### src/rtl/ac_economy_ctrl_pkg.sv
// ac_economy_ctrl_pkg
// Shared constants and types for the economy-mode AC controller:
//   - default sensor bank size for this home (window/door counts)
//   - default grace / resume hold-off delays
//   - FSM state encoding (IDLE=0, GRACE=1, AC_OFF=2, RESUME=3)
//   - max_int helper used to size the shared hold-off timer
package ac_economy_ctrl_pkg;

  localparam int HOME_WINDOW_COUNT       = 3;
  localparam int HOME_DOOR_COUNT         = 2;

  localparam int AC_OPEN_DELAY_DEFAULT   = 100;
  localparam int AC_RESUME_DELAY_DEFAULT = 50;

  typedef enum logic [1:0] {
    AC_ST_IDLE   = 2'd0,
    AC_ST_GRACE  = 2'd1,
    AC_ST_OFF    = 2'd2,
    AC_ST_RESUME = 2'd3
  } ac_state_e;

  function automatic int max_int(input int a, input int b);
    return (a > b) ? a : b;
  endfunction

endpackage

### src/rtl/ac_economy_ctrl_if.sv
// ac_economy_ctrl_if
// Sensor-bank / AC-driver bundle for the economy-mode controller.
//   master : sensor side; drives eco enable, status and mask vectors,
//            observes the controller outputs
//   slave  : controller side; the mirror image
// Signals:
//   eco_mode_valid_i          economy mode enabled
//   WINDOW_STATUS_i / DOOR_STATUS_i   1 = opening is open
//   window_mask_i / door_mask_i       1 = ignore that opening
//   close_ac_o                1 = AC must be off (registered)
//   ac_off_evt_o / ac_on_evt_o        one-cycle event pulses
//   open_count_o              registered count of unmasked open openings
//   state_o                   FSM state for debug
interface ac_economy_ctrl_if
  import ac_economy_ctrl_pkg::*;
#(
  parameter int WINDOW_COUNT = HOME_WINDOW_COUNT,
  parameter int DOOR_COUNT   = HOME_DOOR_COUNT,
  parameter int OCNT_W       = $clog2(WINDOW_COUNT + DOOR_COUNT + 1)
);

  logic                    eco_mode_valid_i;
  logic [WINDOW_COUNT-1:0] WINDOW_STATUS_i;
  logic [DOOR_COUNT-1:0]   DOOR_STATUS_i;
  logic [WINDOW_COUNT-1:0] window_mask_i;
  logic [DOOR_COUNT-1:0]   door_mask_i;
  logic                    close_ac_o;
  logic                    ac_off_evt_o;
  logic                    ac_on_evt_o;
  logic [OCNT_W-1:0]       open_count_o;
  logic [1:0]              state_o;

  modport master (
    output eco_mode_valid_i, WINDOW_STATUS_i, DOOR_STATUS_i,
           window_mask_i, door_mask_i,
    input  close_ac_o, ac_off_evt_o, ac_on_evt_o, open_count_o, state_o
  );

  modport slave (
    input  eco_mode_valid_i, WINDOW_STATUS_i, DOOR_STATUS_i,
           window_mask_i, door_mask_i,
    output close_ac_o, ac_off_evt_o, ac_on_evt_o, open_count_o, state_o
  );

endinterface

### src/rtl/ac_holdoff_timer.sv
// ac_holdoff_timer
// Shared CNT_W-bit hold-off counter, used for both the open-grace and the
// resume hold-off intervals.
// Ports:
//   clk_i, rst_i  clock, synchronous active-high reset
//   clr_i         force count to zero (has priority over en_i)
//   en_i          advance count by one
//   limit_i       runtime terminal value
//   tc_o          count currently equals limit_i
// The count only advances while below limit_i, so it can never wrap.
module ac_holdoff_timer #(
  parameter int CNT_W = 7
) (
  input  logic             clk_i,
  input  logic             rst_i,
  input  logic             clr_i,
  input  logic             en_i,
  input  logic [CNT_W-1:0] limit_i,
  output logic             tc_o
);

  logic [CNT_W-1:0] cnt_q, cnt_d;

  always_comb begin
    cnt_d = cnt_q;
    if (clr_i) begin
      cnt_d = '0;
    end else if (en_i && (cnt_q < limit_i)) begin
      cnt_d = cnt_q + 1'b1;
    end
  end

  always_ff @(posedge clk_i) begin
    if (rst_i) begin
      cnt_q <= '0;
    end else begin
      cnt_q <= cnt_d;
    end
  end

  assign tc_o = (cnt_q == limit_i);

endmodule

### src/rtl/ac_economy_ctrl.sv
// ac_economy_ctrl
// Economy-mode AC controller. Forces the AC off once any unmasked window or
// door has stayed open for OPEN_DELAY_CYCLES, and releases it again only
// after RESUME_DELAY_CYCLES of everything closed.
// Ports:
//   clk_i  system clock, rising edge
//   rst_i  synchronous reset, active-high
//   bus    ac_economy_ctrl_if.slave (sensor inputs, masks, AC control,
//          event pulses, open count, debug state)
module ac_economy_ctrl
  import ac_economy_ctrl_pkg::*;
#(
  parameter int WINDOW_COUNT        = HOME_WINDOW_COUNT,
  parameter int DOOR_COUNT          = HOME_DOOR_COUNT,
  parameter int OPEN_DELAY_CYCLES   = AC_OPEN_DELAY_DEFAULT,
  parameter int RESUME_DELAY_CYCLES = AC_RESUME_DELAY_DEFAULT,
  parameter int CNT_W  = $clog2(max_int(OPEN_DELAY_CYCLES, RESUME_DELAY_CYCLES) + 1),
  parameter int OCNT_W = $clog2(WINDOW_COUNT + DOOR_COUNT + 1)
) (
  input  logic             clk_i,
  input  logic             rst_i,
  ac_economy_ctrl_if.slave bus
);

  localparam int SENS_N = WINDOW_COUNT + DOOR_COUNT;
  localparam logic [CNT_W-1:0] OPEN_LIM   = CNT_W'(OPEN_DELAY_CYCLES - 1);
  localparam logic [CNT_W-1:0] RESUME_LIM = CNT_W'(RESUME_DELAY_CYCLES - 1);

  ac_state_e         state_q, state_d;
  logic              close_q;
  logic              off_evt_q, off_evt_d;
  logic              on_evt_q, on_evt_d;
  logic [OCNT_W-1:0] open_cnt_q, open_cnt_d;

  logic [SENS_N-1:0] open_vec;
  logic              open_any;

  logic              tmr_clr, tmr_en, tmr_tc;
  logic [CNT_W-1:0]  tmr_limit;

  assign open_vec = {bus.WINDOW_STATUS_i & ~bus.window_mask_i,
                     bus.DOOR_STATUS_i   & ~bus.door_mask_i};
  assign open_any = |open_vec;

  always_comb begin
    open_cnt_d = '0;
    for (int i = 0; i < SENS_N; i++) begin
      open_cnt_d = open_cnt_d + OCNT_W'(open_vec[i]);
    end
  end

  // The single timer serves both counting states; the limit is chosen from
  // the current state only, which keeps tc free of any combinational loop.
  assign tmr_limit = (state_q == AC_ST_RESUME) ? RESUME_LIM : OPEN_LIM;

  ac_holdoff_timer #(
    .CNT_W (CNT_W)
  ) u_timer (
    .clk_i   (clk_i),
    .rst_i   (rst_i),
    .clr_i   (tmr_clr),
    .en_i    (tmr_en),
    .limit_i (tmr_limit),
    .tc_o    (tmr_tc)
  );

  // Timer is held clear except while GRACE or RESUME is still counting.
  always_comb begin
    state_d   = state_q;
    tmr_clr   = 1'b1;
    tmr_en    = 1'b0;
    off_evt_d = 1'b0;
    on_evt_d  = 1'b0;
    if (!bus.eco_mode_valid_i) begin
      state_d = AC_ST_IDLE;
    end else begin
      case (state_q)
        AC_ST_IDLE: begin
          if (open_any) state_d = AC_ST_GRACE;
        end
        AC_ST_GRACE: begin
          if (!open_any) begin
            state_d = AC_ST_IDLE;
          end else if (tmr_tc) begin
            state_d   = AC_ST_OFF;
            off_evt_d = 1'b1;
          end else begin
            tmr_clr = 1'b0;
            tmr_en  = 1'b1;
          end
        end
        AC_ST_OFF: begin
          if (!open_any) state_d = AC_ST_RESUME;
        end
        AC_ST_RESUME: begin
          // Re-opening goes straight back to AC_OFF: the AC never ran, so
          // there is no fresh grace period and no off event.
          if (open_any) begin
            state_d = AC_ST_OFF;
          end else if (tmr_tc) begin
            state_d  = AC_ST_IDLE;
            on_evt_d = 1'b1;
          end else begin
            tmr_clr = 1'b0;
            tmr_en  = 1'b1;
          end
        end
        default: state_d = AC_ST_IDLE;
      endcase
    end
  end

  always_ff @(posedge clk_i) begin
    if (rst_i) begin
      state_q    <= AC_ST_IDLE;
      close_q    <= 1'b0;
      off_evt_q  <= 1'b0;
      on_evt_q   <= 1'b0;
      open_cnt_q <= '0;
    end else begin
      state_q    <= state_d;
      close_q    <= (state_d == AC_ST_OFF) || (state_d == AC_ST_RESUME);
      off_evt_q  <= off_evt_d;
      on_evt_q   <= on_evt_d;
      open_cnt_q <= open_cnt_d;
    end
  end

  assign bus.close_ac_o   = close_q;
  assign bus.ac_off_evt_o = off_evt_q;
  assign bus.ac_on_evt_o  = on_evt_q;
  assign bus.open_count_o = open_cnt_q;
  assign bus.state_o      = state_q;

endmodule

### src/flat_wrapper.sv
// flat-port wrapper written by rule: the top's interface ports become plain ports
module ac_economy_ctrl_flat import ac_economy_ctrl_pkg::*;
#(
  parameter int WINDOW_COUNT        = HOME_WINDOW_COUNT,
  parameter int DOOR_COUNT          = HOME_DOOR_COUNT,
  parameter int OPEN_DELAY_CYCLES   = AC_OPEN_DELAY_DEFAULT,
  parameter int RESUME_DELAY_CYCLES = AC_RESUME_DELAY_DEFAULT,
  parameter int CNT_W  = $clog2(max_int(OPEN_DELAY_CYCLES, RESUME_DELAY_CYCLES) + 1),
  parameter int OCNT_W = $clog2(WINDOW_COUNT + DOOR_COUNT + 1)
)
  (clk_i, rst_i, bus_eco_mode_valid_i, bus_WINDOW_STATUS_i, bus_DOOR_STATUS_i, bus_window_mask_i, bus_door_mask_i, bus_close_ac_o, bus_ac_off_evt_o, bus_ac_on_evt_o, bus_open_count_o, bus_state_o);
  ac_economy_ctrl_if #(.WINDOW_COUNT(WINDOW_COUNT), .DOOR_COUNT(DOOR_COUNT), .OCNT_W(OCNT_W)) bus_i ();
  input  logic clk_i;
  input  logic rst_i;
  input wire logic [$bits(bus_i.eco_mode_valid_i)-1:0] bus_eco_mode_valid_i;
  input wire logic [$bits(bus_i.WINDOW_STATUS_i)-1:0] bus_WINDOW_STATUS_i;
  input wire logic [$bits(bus_i.DOOR_STATUS_i)-1:0] bus_DOOR_STATUS_i;
  input wire logic [$bits(bus_i.window_mask_i)-1:0] bus_window_mask_i;
  input wire logic [$bits(bus_i.door_mask_i)-1:0] bus_door_mask_i;
  output wire logic [$bits(bus_i.close_ac_o)-1:0] bus_close_ac_o;
  output wire logic [$bits(bus_i.ac_off_evt_o)-1:0] bus_ac_off_evt_o;
  output wire logic [$bits(bus_i.ac_on_evt_o)-1:0] bus_ac_on_evt_o;
  output wire logic [$bits(bus_i.open_count_o)-1:0] bus_open_count_o;
  output wire logic [$bits(bus_i.state_o)-1:0] bus_state_o;
  assign bus_i.eco_mode_valid_i = bus_eco_mode_valid_i;
  assign bus_i.WINDOW_STATUS_i = bus_WINDOW_STATUS_i;
  assign bus_i.DOOR_STATUS_i = bus_DOOR_STATUS_i;
  assign bus_i.window_mask_i = bus_window_mask_i;
  assign bus_i.door_mask_i = bus_door_mask_i;
  assign bus_close_ac_o = bus_i.close_ac_o;
  assign bus_ac_off_evt_o = bus_i.ac_off_evt_o;
  assign bus_ac_on_evt_o = bus_i.ac_on_evt_o;
  assign bus_open_count_o = bus_i.open_count_o;
  assign bus_state_o = bus_i.state_o;
  ac_economy_ctrl #(.WINDOW_COUNT(WINDOW_COUNT), .DOOR_COUNT(DOOR_COUNT), .OPEN_DELAY_CYCLES(OPEN_DELAY_CYCLES), .RESUME_DELAY_CYCLES(RESUME_DELAY_CYCLES), .CNT_W(CNT_W), .OCNT_W(OCNT_W)) u_core (.clk_i(clk_i), .rst_i(rst_i), .bus(bus_i));
endmodule
### config.mk
export PLATFORM = sky130hd
export DESIGN_NAME = ac_economy_ctrl_flat
export DESIGN_NICKNAME = d
export VERILOG_FILES = /design/src/rtl/ac_economy_ctrl_pkg.sv /design/src/rtl/ac_economy_ctrl_if.sv /design/src/rtl/ac_holdoff_timer.sv /design/src/rtl/ac_economy_ctrl.sv /design/src/flat_wrapper.sv
export SDC_FILE = /design/constraint.sdc
export NUM_CORES = 1
export LEC_CHECK = 0
export CAP_MARGIN = 30
export CORE_UTILIZATION = 40
export CTS_BUF_LIST = sky130_fd_sc_hd__clkbuf_2 sky130_fd_sc_hd__clkbuf_4 sky130_fd_sc_hd__clkbuf_8
export CTS_CLUSTER_SIZE = 14
export DETAILED_ROUTE_END_ITERATION = 7
export GPL_TIMING_DRIVEN = 0
export PLACE_DENSITY = 0.79
export SYNTH_ARGS = -nofsm -noshare
export SYNTH_HDL_FRONTEND = slang
export SYNTH_SLANG_ARGS = --single-unit
### constraint.sdc
create_clock -name clk_i -period 4.06 [get_ports clk_i]
set_input_delay 0.609 -clock clk_i [delete_from_list [all_inputs] [get_ports clk_i]]
set_output_delay 0.609 -clock clk_i [all_outputs]
set_load 0.03 [all_outputs]
==> After elaboration in Yosys (flattened, before gate mapping) <==
Index checks and enable logic that the tools add are counted.
Widths: inputs -> output; s select.
{ "totals": {"register_bits": 15, "latch_bits": 0, "ram_bits": 0, "mem_bits_ro": 0, "input_bits": 13, "out_inout_bits": 8, "mem_count": 0} }
{ "classes": {"n_addsub": 5, "mul": 0, "div_mod_pow": 0, "magnitude_cmp": 1, "eq_ne": 6, "shift": 0, "n_mux": 19, "bitwise_logic": 8, "reduce_logical": 7} }
{ "ops": {"columns": ["cell", "count"], "rows": [
  ["$mux 2", 7],
  ["$add 3x1->3", 3],
  ["$eq 2x2->1 const B", 4],
  ["$mux 1", 8],
  ["$pmux 2 s4", 1],
  ["$reduce_or 8->1", 1],
  ["$add 7x1->7 const B", 1],
  ["$eq 7x7->1", 1],
  ["$lt 7x7->1", 1],
  ["$mux 7", 1],
  ["$reduce_or 5->1", 1],
  ["$not 1->1", 4],
  ["$pmux 1 s2", 2],
  ["$reduce_or 4->1", 1],
  ["$and 3x3->3", 1],
  ["$not 3->3", 1],
  ["$add 1x1->2", 1],
  ["$and 2x2->2", 1],
  ["$eq 2x1->1 const B", 1],
  ["$logic_not 2->1", 1],
  ["$not 2->2", 1],
  ["$reduce_or 2->1", 1],
  ["$logic_and 1x1->1", 1],
  ["$logic_or 1x1->1", 1]
]} }

==> Logic depth before layout (Yosys ltp) <==
Gate-level depths: netlist of the first run.
{ "depth": {"word_depth": 9, "depth_mapped": 9, "ltp_nobuf": 9} }

==> By module <==
A second synthesis of the first run with hierarchy kept.
{ "hier_totals": {"cells_unflattened": 115, "hier_area_um2": 1012.2} }
{ "modules_own_cells": {"columns": ["mod", "n_inst", "cells_each", "area_per_inst_um2", "seq_area_each_um2"], "rows": [
  ["ac_holdoff_timer", 1, 66, 548.0, 140.1],
  ["ac_economy_ctrl", 1, 49, 464.2, 160.2]
]} }

==> Worst setup path before layout of the first run <==
No wires, ideal clock.
{ "synth_timing": {"kind": "input to register", "start": "in bus_door_mask_i[0]", "end": "reg u_core.open_cnt_q[1] (netlist: u_core.bus.open_count_o[1])", "arrival_time_ps": 2336, "path_slack_ps": 1660, "stages": 9, "path_buffers": 0, "cell_sequence": "nand2b_1 -> ha_1 -> inv_1 -> fa_1 -> inv_1 -> ha_1 -> inv_1 -> fa_1 -> nor2_1"} }
{ "synth_between": {"elab_chain_len": 6} }
{ "synth_rtl": {"columns": ["item", "line", "text"], "rows": [
  ["start, declared", "flat_wrapper.sv:19", "input wire logic [$bits(bus_i.door_mask_i)-1:0] bus_door_mask_i;"],
  ["$not 2->2", "ac_economy_ctrl.sv:42", "bus.DOOR_STATUS_i & ~bus.door_mask_i};"],
  ["$and 2x2->2", "ac_economy_ctrl.sv:42", null],
  ["$add 1x1->2", "ac_economy_ctrl.sv:48", "open_cnt_d = open_cnt_d + OCNT_W'(open_vec[i]);"],
  ["$add 3x1->3 (3 in a row)", "ac_economy_ctrl.sv:48", null],
  ["end signal, assigned", "ac_economy_ctrl.sv:125", "open_cnt_q <= open_cnt_d;"],
  ["end, declared", "ac_economy_ctrl.sv:33", "logic [OCNT_W-1:0] open_cnt_q, open_cnt_d;"]
]} }
No other way between the ends.
A chain may end at the register's enable or synchronous reset.

==> Worst setup path after layout of the first run <==
Ends and elaborated chain as after synthesis.

==> results of run 1 <==
[worst min-delay path by stage]
stage	startpoint	to	depth (start not counted)
finish	u_core.u_timer.cnt_q[6]	u_core.u_timer.cnt_q[6]	2
global route	u_core.u_timer.cnt_q[3]	u_core.u_timer.cnt_q[3]	2
CTS	u_core.u_timer.cnt_q[6]	u_core.u_timer.cnt_q[6]	2
detailed placement	u_core.u_timer.cnt_q[6]	u_core.u_timer.cnt_q[6]	2
global placement	u_core.bus.state_o[1]	u_core.bus.ac_off_evt_o	1
floorplan	u_core.u_timer.cnt_q[2]	u_core.u_timer.cnt_q[2]	2
[worst min-delay path: stages (launching register included)]
cell and delay [ns]:
dfxtp_1 0.36, xnor2_1 0.12, nor3_1 0.04
[cell usage after synthesis]
library cell	number	share of area, %
and4_1	1	1.1
o211a_1	1	1.2
nand3_1	3	1.8
nand2b_1	7	5.3
inv_1	12	5.4
or4_4	1	1.4
or3_1	2	1.5
or3_4	1	1.4
fa_1	2	4.8
nor3b_1	1	0.90
nand2_1	5	2.3
ha_1	7	11
a211oi_1	1	0.90
xor2_1	1	1.1
nor2_1	6	2.7
mux2i_1	2	2.4
a21oi_1	4	2.4
xnor2_1	3	3.2
nor2b_1	1	0.75
a211oi_2	2	3.0
o21ai_0	3	1.8
dfxtp_1	15	36
nor4_1	4	3.0
nor3_1	7	4.2
nor3_2	1	1.2
[registers in the layout, indices dropped and copies added, names as in the netlist]
signal,count
u_core.bus.ac_off_evt_o,1
u_core.bus.state_o,2
u_core.bus.close_ac_o,1
u_core.bus.ac_on_evt_o,1
u_core.bus.open_count_o,3
u_core.u_timer.cnt_q,7
[where the power goes]
part	switching (mW)	internal, mW
Combinational	0.0244	0.0244
Sequential	0.00168	0.151
Clock	0.0548	0.0368
Total	0.0809	0.212
[kinds of logic after synthesis]
kind of cell	count (synthesis)
fa+ha+maj	9
simple gates	40
xor+xnor	4
buf+inv	12
mux	2
compound gates	11
flops	15
[cell type report]
cell class              instances  area [um2]
inverters                      12        45.0
fillers                       185         867
multi-input cells              66         488
clock inverters                 1        5.00
flip-flops and latches         15         300
well taps                      27        33.8
repair buffers                 20         200
clock buffers                   3        22.5
[per-layer routing]
metal | wire length [um] | up-vias | track usage, % | part of all wire, %
li1 | - | 371 | - | -
met1 | 780 | 318 | 21.8 | 42
met2 | 937 | 20 | 33.7 | 51
met3 | 74 | 5 | 3.40 | 4.0
met4 | 45 | 0 | 10.6 | 2.4
met5 | 0 | - | 0 | 0
==> results.toml, run 1 <==
[routing]
vias = 714
ant_nets = 0
drt-initial-drc-count = 4
wl_per_cell_um = 12.8
drt_wl_total_um = 1840
viasPerCell = 4.96
drc = 0
dr.pass1.iters = 5

[run_status]
status = "finished clean"

[layout]
mostFrequentLayoutCell = "clkdlybuf4s50_1"
area_growth_pct = 31.4
diodes = 0
final_cell_count_no_fill = 144
final_util_pct = 55.8
fin_nets = 140
layout-drive-gt1-share_pct = 7.69
finish.instance_area_um2 = 1090
final_cell_mix = "clkdlybuf4s50_1 (20), dfxtp_1 (15), inv_1 (12)"

[setup_path]
cp_num_cells = 10
path_delay_family = "adder cells"
cp_cell_sequence = "clkdlybuf4s50_1 > nand2b_1 > ha_1 > inv_1 > fa_1 > inv_1 > ha_1 > inv_1 > fa_1 > nor2_1"
startpoint_type = "input port"
crit_type = "in2reg"
ff2ff_setup_slack_ns = 1.96
path_common_cell = "inv_1"
max_stage_delay_ns = 0.55
r2r-start = "u_core.bus.state_o[1]"
crit_fanout = 2
worst_ep_required_time_ns = 4.30
critPathArrivalTime_ns = 2.89
end_kind = "flop"
slowest_stage = "fa_1"
cp-endpoint = "u_core.bus.open_count_o[1]"
crit_buf_inv = 4
regToRegEndpoint = "u_core.bus.state_o[1]"
rr_worst_depth = 7
crit_path_start = "bus_door_mask_i[0]"

[place]
placed_cells = 140
port_buffers = 20
dpl.hpwl_um = 1480
place_ws_ns = 1.09
gp_congestion = 0.742
placed_cell_area_um2 = 1070

[sta]
hold_viol_final = 0
setup_violations = 0
fin_ws_ns = 1.41
fin_crit_sh_pct = 65.2
clock.fmax_mhz = 378
maxSlewViolCount = 0
worstMarginPinSlew_ns = 0.734
holdWs_ns = 0.551
setup_tns_ns = 0
slew_headroom_pct = 49.7
fin_skew_ns = 0.00970
rsz0062_at_grt = "false"
fin_crit_ns = 2.65

[clock_tree]
cts.path.max_buffers = 2
cts_root_buf = "clkbuf_4"
cts_buffers = 3
cts.clk_slew.worst_paths_ns = 0.10
ctsHoldBuffers = 0
clk_latency_ns = 0.30
cts_resized = 0
cts_max_level = 1
postCtsSetupBuffers = 0
cts_num_sinks = 15
cts_tree = "built"

[global_routing]
grt_overflow = 0
grt_pass1_wl_um = 2950
antenna_found_initial = 0
grt_pass1_vias = 692
grt_start_max_net_pins = 10
gr-usage-all-layers_pct = 19.1

[synthesis]
synth_xor_area_share_pct = 4.20
synth_area_per_cell_um2 = 8.96
synth-seq-cells = 15
synth_fa_ha_area_share_pct = 15.3
synth_compound_area_share_pct = 9.31
syn_inst = 93
synth-simple-area-share_pct = 27.3
syn-cell-area_um2 = 833
synth-warning-count = 0
synth-seq-area-share_pct = 36.0
synth_top_family_by_area = "simple AND/OR/NAND/NOR gates"
ys_types = 25
synthMuxAreaShare_pct = 2.40
syn_nets = 115

[power_and_ir_drop]
p_per_area_nw_per_um2 = 268
ir_worst_vdd_mv = 0.112
power.total_uw = 293
p_leak_nw = 0.417

[job]
cap_violations = 0

[die]
core-area_um2 = 1960
io_pins = 21
start_util_pct = 42.5
die_y_um = 47.6
rows = 16
die_w_um = 47.6
dieArea_um2 = 2270

[hold_path]
hold_class = "reg2reg"
Note: power is estimated with default switching activity, not from simulation.
==> inputs of run 2 (changes only) <==
- PLACE_DENSITY: 0.79 -> 0.82
- clock period: 4.06 -> 2.23 ns (I/O delays scaled with it)
==> results.toml, run 2 (same netlist as run 1, synthesis figures left out) <==
[run_status]
status = "finished clean"

[sta]
fin_crit_sh_pct = 93.5
fin_skew_ns = 0.00591
maxSlewViolCount = 0
slew_headroom_pct = 51.8
clock.fmax_mhz = 480
setup_violations = 0
fin_crit_ns = 2.08
holdWs_ns = 0.552
rsz0062_at_grt = "false"
hold_viol_final = 0
worstMarginPinSlew_ns = 0.703

[setup_path]
end_kind = "flop"
crit_path_start = "bus_door_mask_i[0]"
crit_type = "in2reg"
regToRegEndpoint = "u_core.bus.state_o[1]"
rr_worst_depth = 7
startpoint_type = "input port"
ff2ff_setup_slack_ns = 0.18
max_stage_delay_ns = 0.53
cp-endpoint = "u_core.bus.open_count_o[1]"
critPathArrivalTime_ns = 2.28
crit_fanout = 2
r2r-start = "u_core.bus.state_o[1]"
cp_cell_sequence = "dlygate4sd2_1 > nand2b_4 > ha_4 > inv_2 > fa_1 > inv_1 > ha_2 > inv_2 > fa_1 > nor2_1"
slowest_stage = "fa_1"
worst_ep_required_time_ns = 2.42

[clock_tree]
cts_num_sinks = 15
cts_max_level = 1
cts_root_buf = "clkbuf_4"
clk_latency_ns = 0.29
postCtsSetupBuffers = 0
cts_tree = "built"
cts.clk_slew.worst_paths_ns = 0.09
cts_buffers = 3
cts.path.max_buffers = 2

[die]
rows = 16
die_w_um = 47.6
dieArea_um2 = 2270
core-area_um2 = 1960
io_pins = 21
start_util_pct = 42.5
die_y_um = 47.6

[routing]
ant_nets = 0
wl_per_cell_um = 11.7
vias = 719
viasPerCell = 4.99
drt_wl_total_um = 1690
dr.pass1.iters = 4
drt-initial-drc-count = 7
drc = 0

[power_and_ir_drop]
power.total_uw = 542
p_int_uw = 403
p_per_area_nw_per_um2 = 483
clockPowerShare_pct = 31.7
ir_worst_vdd_mv = 0.281
swShare_pct = 25.7
power.switching_uw = 139
p_leak_nw = 0.433
pwr-share-comb_pct = 17.1
p_seq_share_pct = 51.2

[place]
port_buffers = 20
dpl.hpwl_um = 1350
gp_congestion = 0.811

[global_routing]
grt_start_max_net_pins = 9
antenna_found_initial = 0
grt_overflow = 0
grt_pass1_wl_um = 2800
gr-usage-all-layers_pct = 18.2
grt_pass1_vias = 684

[layout]
final_cell_mix = "clkdlybuf4s50_1 (16), dfxtp_1 (15), inv_1 (10)"
area_growth_pct = 34.7
largest_register = "u_core.u_timer.cnt_q"
diodes = 0
fin_nets = 140
mostFrequentLayoutCell = "clkdlybuf4s50_1"
final_util_pct = 57.2
layout-drive-gt1-share_pct = 12.8
largest_reg_flops = 7

[job]
cap_violations = 0

[hold_path]
hold_class = "reg2reg"
==> run 2: changes by cell type in the layout (fill, tap and decap cells not counted), sizes merged <==
cell / delta
clkbuf: +1
clkdlybuf4s50: -4
clkinv: -1
dlygate4sd2: +4
==> run 2: routing by layer <==
layer | share of wire [%] | wire, um | track usage [%]
met1 | 44 | 738 | 20.4
met2 | 53 | 890 | 31.2
met3 | 2.3 | 39 | 3.02
met4 | 1.1 | 19 | 12.8
met5 | 0 | 0 | 0
==> run 2: per-stage QoR <==
| step | TNS [ns] | area [um2] | std cells | worst slack (ns) |
|---|---|---|---|---|
| floorplan | 0 | 833 | 93 | 0.105 |
| global placement | -0.630 | 1070 | 140 | -0.357 |
| detailed placement | -0.701 | 1070 | 140 | -0.393 |
| CTS | 0 | 1120 | 144 | 0.140 |
| global route | 0 | 1120 | 144 | 0.0433 |
| finish | 0 | 1120 | 144 | 0.145 |
==> run 2: worst min path at each step <==
stage | startpoint | to | slack (ns) | depth (start not counted)
floorplan | rst_i | u_core.bus.open_count_o[1] | 0.40 | 1
global placement | u_core.bus.state_o[1] | u_core.bus.ac_off_evt_o | 0.52 | 1
detailed placement | u_core.bus.state_o[1] | u_core.bus.ac_off_evt_o | 0.54 | 1
CTS | u_core.bus.state_o[1] | u_core.bus.ac_off_evt_o | 0.55 | 1
global route | u_core.bus.state_o[1] | u_core.bus.ac_off_evt_o | 0.59 | 1
finish | u_core.bus.state_o[1] | u_core.bus.ac_off_evt_o | 0.55 | 1
==> run 2: worst max-delay path, delay by kind of cell <==
kind | cells | cell delay (ns)
buffers and inverters | 4 | 0.37
adder cells (fa/ha/maj) | 4 | 1.39
AND/OR/NAND/NOR | 2 | 0.18
==> run 2: power by group through the flow <==
stage               clock network [mW]  registers, mW  logic [mW]
floorplan                            0          0.297      0.0323
global placement                     0          0.284      0.0853
detailed placement                   0          0.284      0.0880
CTS                              0.175          0.278      0.0936
global route                     0.184          0.278       0.103
finish                           0.172          0.277      0.0928
==> run 2: what timing repair did <==
| item | in CTS | in global routing |
|---|---|---|
| hold buffers | 0 | 0 |
| endpoints found under the setup margin | 1 | 0 |
| gates resized for setup | 10 | 0 |
==> run 2: cell type report <==
cell class	count	area, um2
clock buffers	4	30.0
fillers	189	840
inverters	12	45.0
multi-input cells	66	518
flip-flops and latches	15	300
well taps	27	33.8
repair buffers	20	195
==> inputs of run 3 (changes only) <==
- CORE_UTILIZATION: 40 -> 45
- PLACE_DENSITY: 0.82 -> 0.89
==> results.toml, run 3 (same netlist as run 1, synthesis figures left out) <==
[run_status]
status = "finished clean"

[global_routing]
grt_pass1_wl_um = 3040
grt_overflow = 0
grt_start_max_net_pins = 10
antenna_found_initial = 0
grt_pass1_vias = 743
gr-usage-all-layers_pct = 21.0

[setup_path]
ff2ff_setup_slack_ns = 0.16
slowest_stage = "fa_1"
end_kind = "flop"
critPathArrivalTime_ns = 2.27
crit_type = "in2reg"
startpoint_type = "input port"
max_stage_delay_ns = 0.53
crit_fanout = 2
cp_cell_sequence = "dlygate4sd2_1 > nand2b_4 > ha_4 > inv_2 > fa_1 > inv_1 > ha_2 > inv_2 > fa_1 > nor2_1"
worst_ep_required_time_ns = 2.42

[clock_tree]
cts_root_buf = "clkbuf_4"
clk_latency_ns = 0.29
ctsHoldBuffers = 0
cts.clk_slew.worst_paths_ns = 0.09
cts_max_level = 1
cts_buffers = 3
cts_num_sinks = 15
cts.path.max_buffers = 2
cts_tree = "built"

[power_and_ir_drop]
pwr-share-comb_pct = 18.0
p_per_area_nw_per_um2 = 472
power.switching_uw = 142
p_leak_nw = 0.437
ir_worst_vdd_mv = 0.276
swShare_pct = 26.8
p_seq_share_pct = 52.3
clockPowerShare_pct = 29.7
power.total_uw = 531
p_int_uw = 389

[hold_path]
hold_class = "reg2reg"

[routing]
drt_wl_total_um = 1840
vias = 750
dr.pass1.iters = 4
drt-initial-drc-count = 6
wl_per_cell_um = 12.9
drc = 0
viasPerCell = 5.24
ant_nets = 0

[sta]
slew_headroom_pct = 49.2
fin_crit_ns = 2.08
worstMarginPinSlew_ns = 0.740
holdWs_ns = 0.549
setup_tns_ns = 0
rsz0062_at_grt = "false"
hold_viol_final = 0
maxSlewViolCount = 0
setup_violations = 0
fin_skew_ns = 0.00303
clock.fmax_mhz = 481
fin_crit_sh_pct = 93.2

[place]
dpl.hpwl_um = 1380
gp_congestion = 0.810
placed_cells = 138
port_buffers = 20

[layout]
layout-drive-gt1-share_pct = 13.6
largest_register = "u_core.u_timer.cnt_q"
fill_cells = 145
fin_nets = 141
final_cell_count_no_fill = 143
largest_reg_flops = 7
diodes = 0
mostFrequentLayoutCell = "clkdlybuf4s50_1"
area_growth_pct = 35.0
final_cell_mix = "clkdlybuf4s50_1 (16), dfxtp_1 (15), inv_1 (10)"

[die]
start_util_pct = 48.3
die_w_um = 45.0
io_pins = 21
dieArea_um2 = 2030
die_y_um = 45.0
rows = 15
core-area_um2 = 1730

[job]
cap_violations = 0
==> run 3: power by group through the flow <==
stage          registers, mW  clock network (mW)  logic, mW
2_1_floorplan          0.297                   0     0.0323
3_3_place_gp           0.284                   0     0.0844
3_5_place_dp           0.284                   0     0.0887
4_1_cts                0.278               0.161     0.0949
5_1_grt                0.279               0.171      0.105
6_report               0.278               0.158     0.0954
==> run 3: per-stage QoR <==
stage               cell area, um2  setup WS [ns]  utilization [%]
floorplan                      833          0.105                -
global placement              1060         -0.347             61.7
detailed placement            1060         -0.374             61.7
CTS                           1120          0.173             65.1
global route                  1120         0.0620             65.1
finish                        1120          0.151             65.1
==> run 3: final timing paths <==
path                         start                         end  depth (start not counted)
min reg2reg  u_core.bus.state_o[1]     u_core.bus.ac_off_evt_o                          1
max             bus_door_mask_i[1]  u_core.bus.open_count_o[1]                         10
min          u_core.bus.state_o[1]     u_core.bus.ac_off_evt_o                          1
max reg2reg  u_core.bus.state_o[1]       u_core.bus.state_o[1]                          7
==> run 3: critical path, delay by kind of cell <==
kind                       cells  cell delay (ns)
buffers and inverters          4             0.37
adders and majority gates      4             1.37
and+or+nand+nor                2             0.19
==> run 3: metal layers <==
metal / share of wire (%) / global-route usage, % / up-vias
met2: 57 / 41.7 / 19
met4: 1.7 / 9.09 / 0
met5: 0 / 0 / -
met1: 38 / 21.5 / 352
met3: 2.6 / 2.40 / 7
li1: - / - / 372
==> run 3: timing repair <==
item | 4_1_cts | 5_1_grt
gates resized for setup | 10 | 0
setup buffers | 1 | 0
hold endpoints to repair | 0 | 0
setup endpoints to repair | 1 | 0
==> run 3: cell type report <==
class | count | area (um2) | share of cell area [%]
Clock buffer | 3 | 22.5 | 2.00
Clock inverter | 1 | 5.00 | 0.445
Inverter | 12 | 45.0 | 4.00
Multi-Input combinational cell | 66 | 518 | 46.1
Sequential cell | 15 | 300 | 26.7
Tap cell | 25 | 31.3 | 2.78
Timing Repair Buffer | 21 | 203 | 18.0
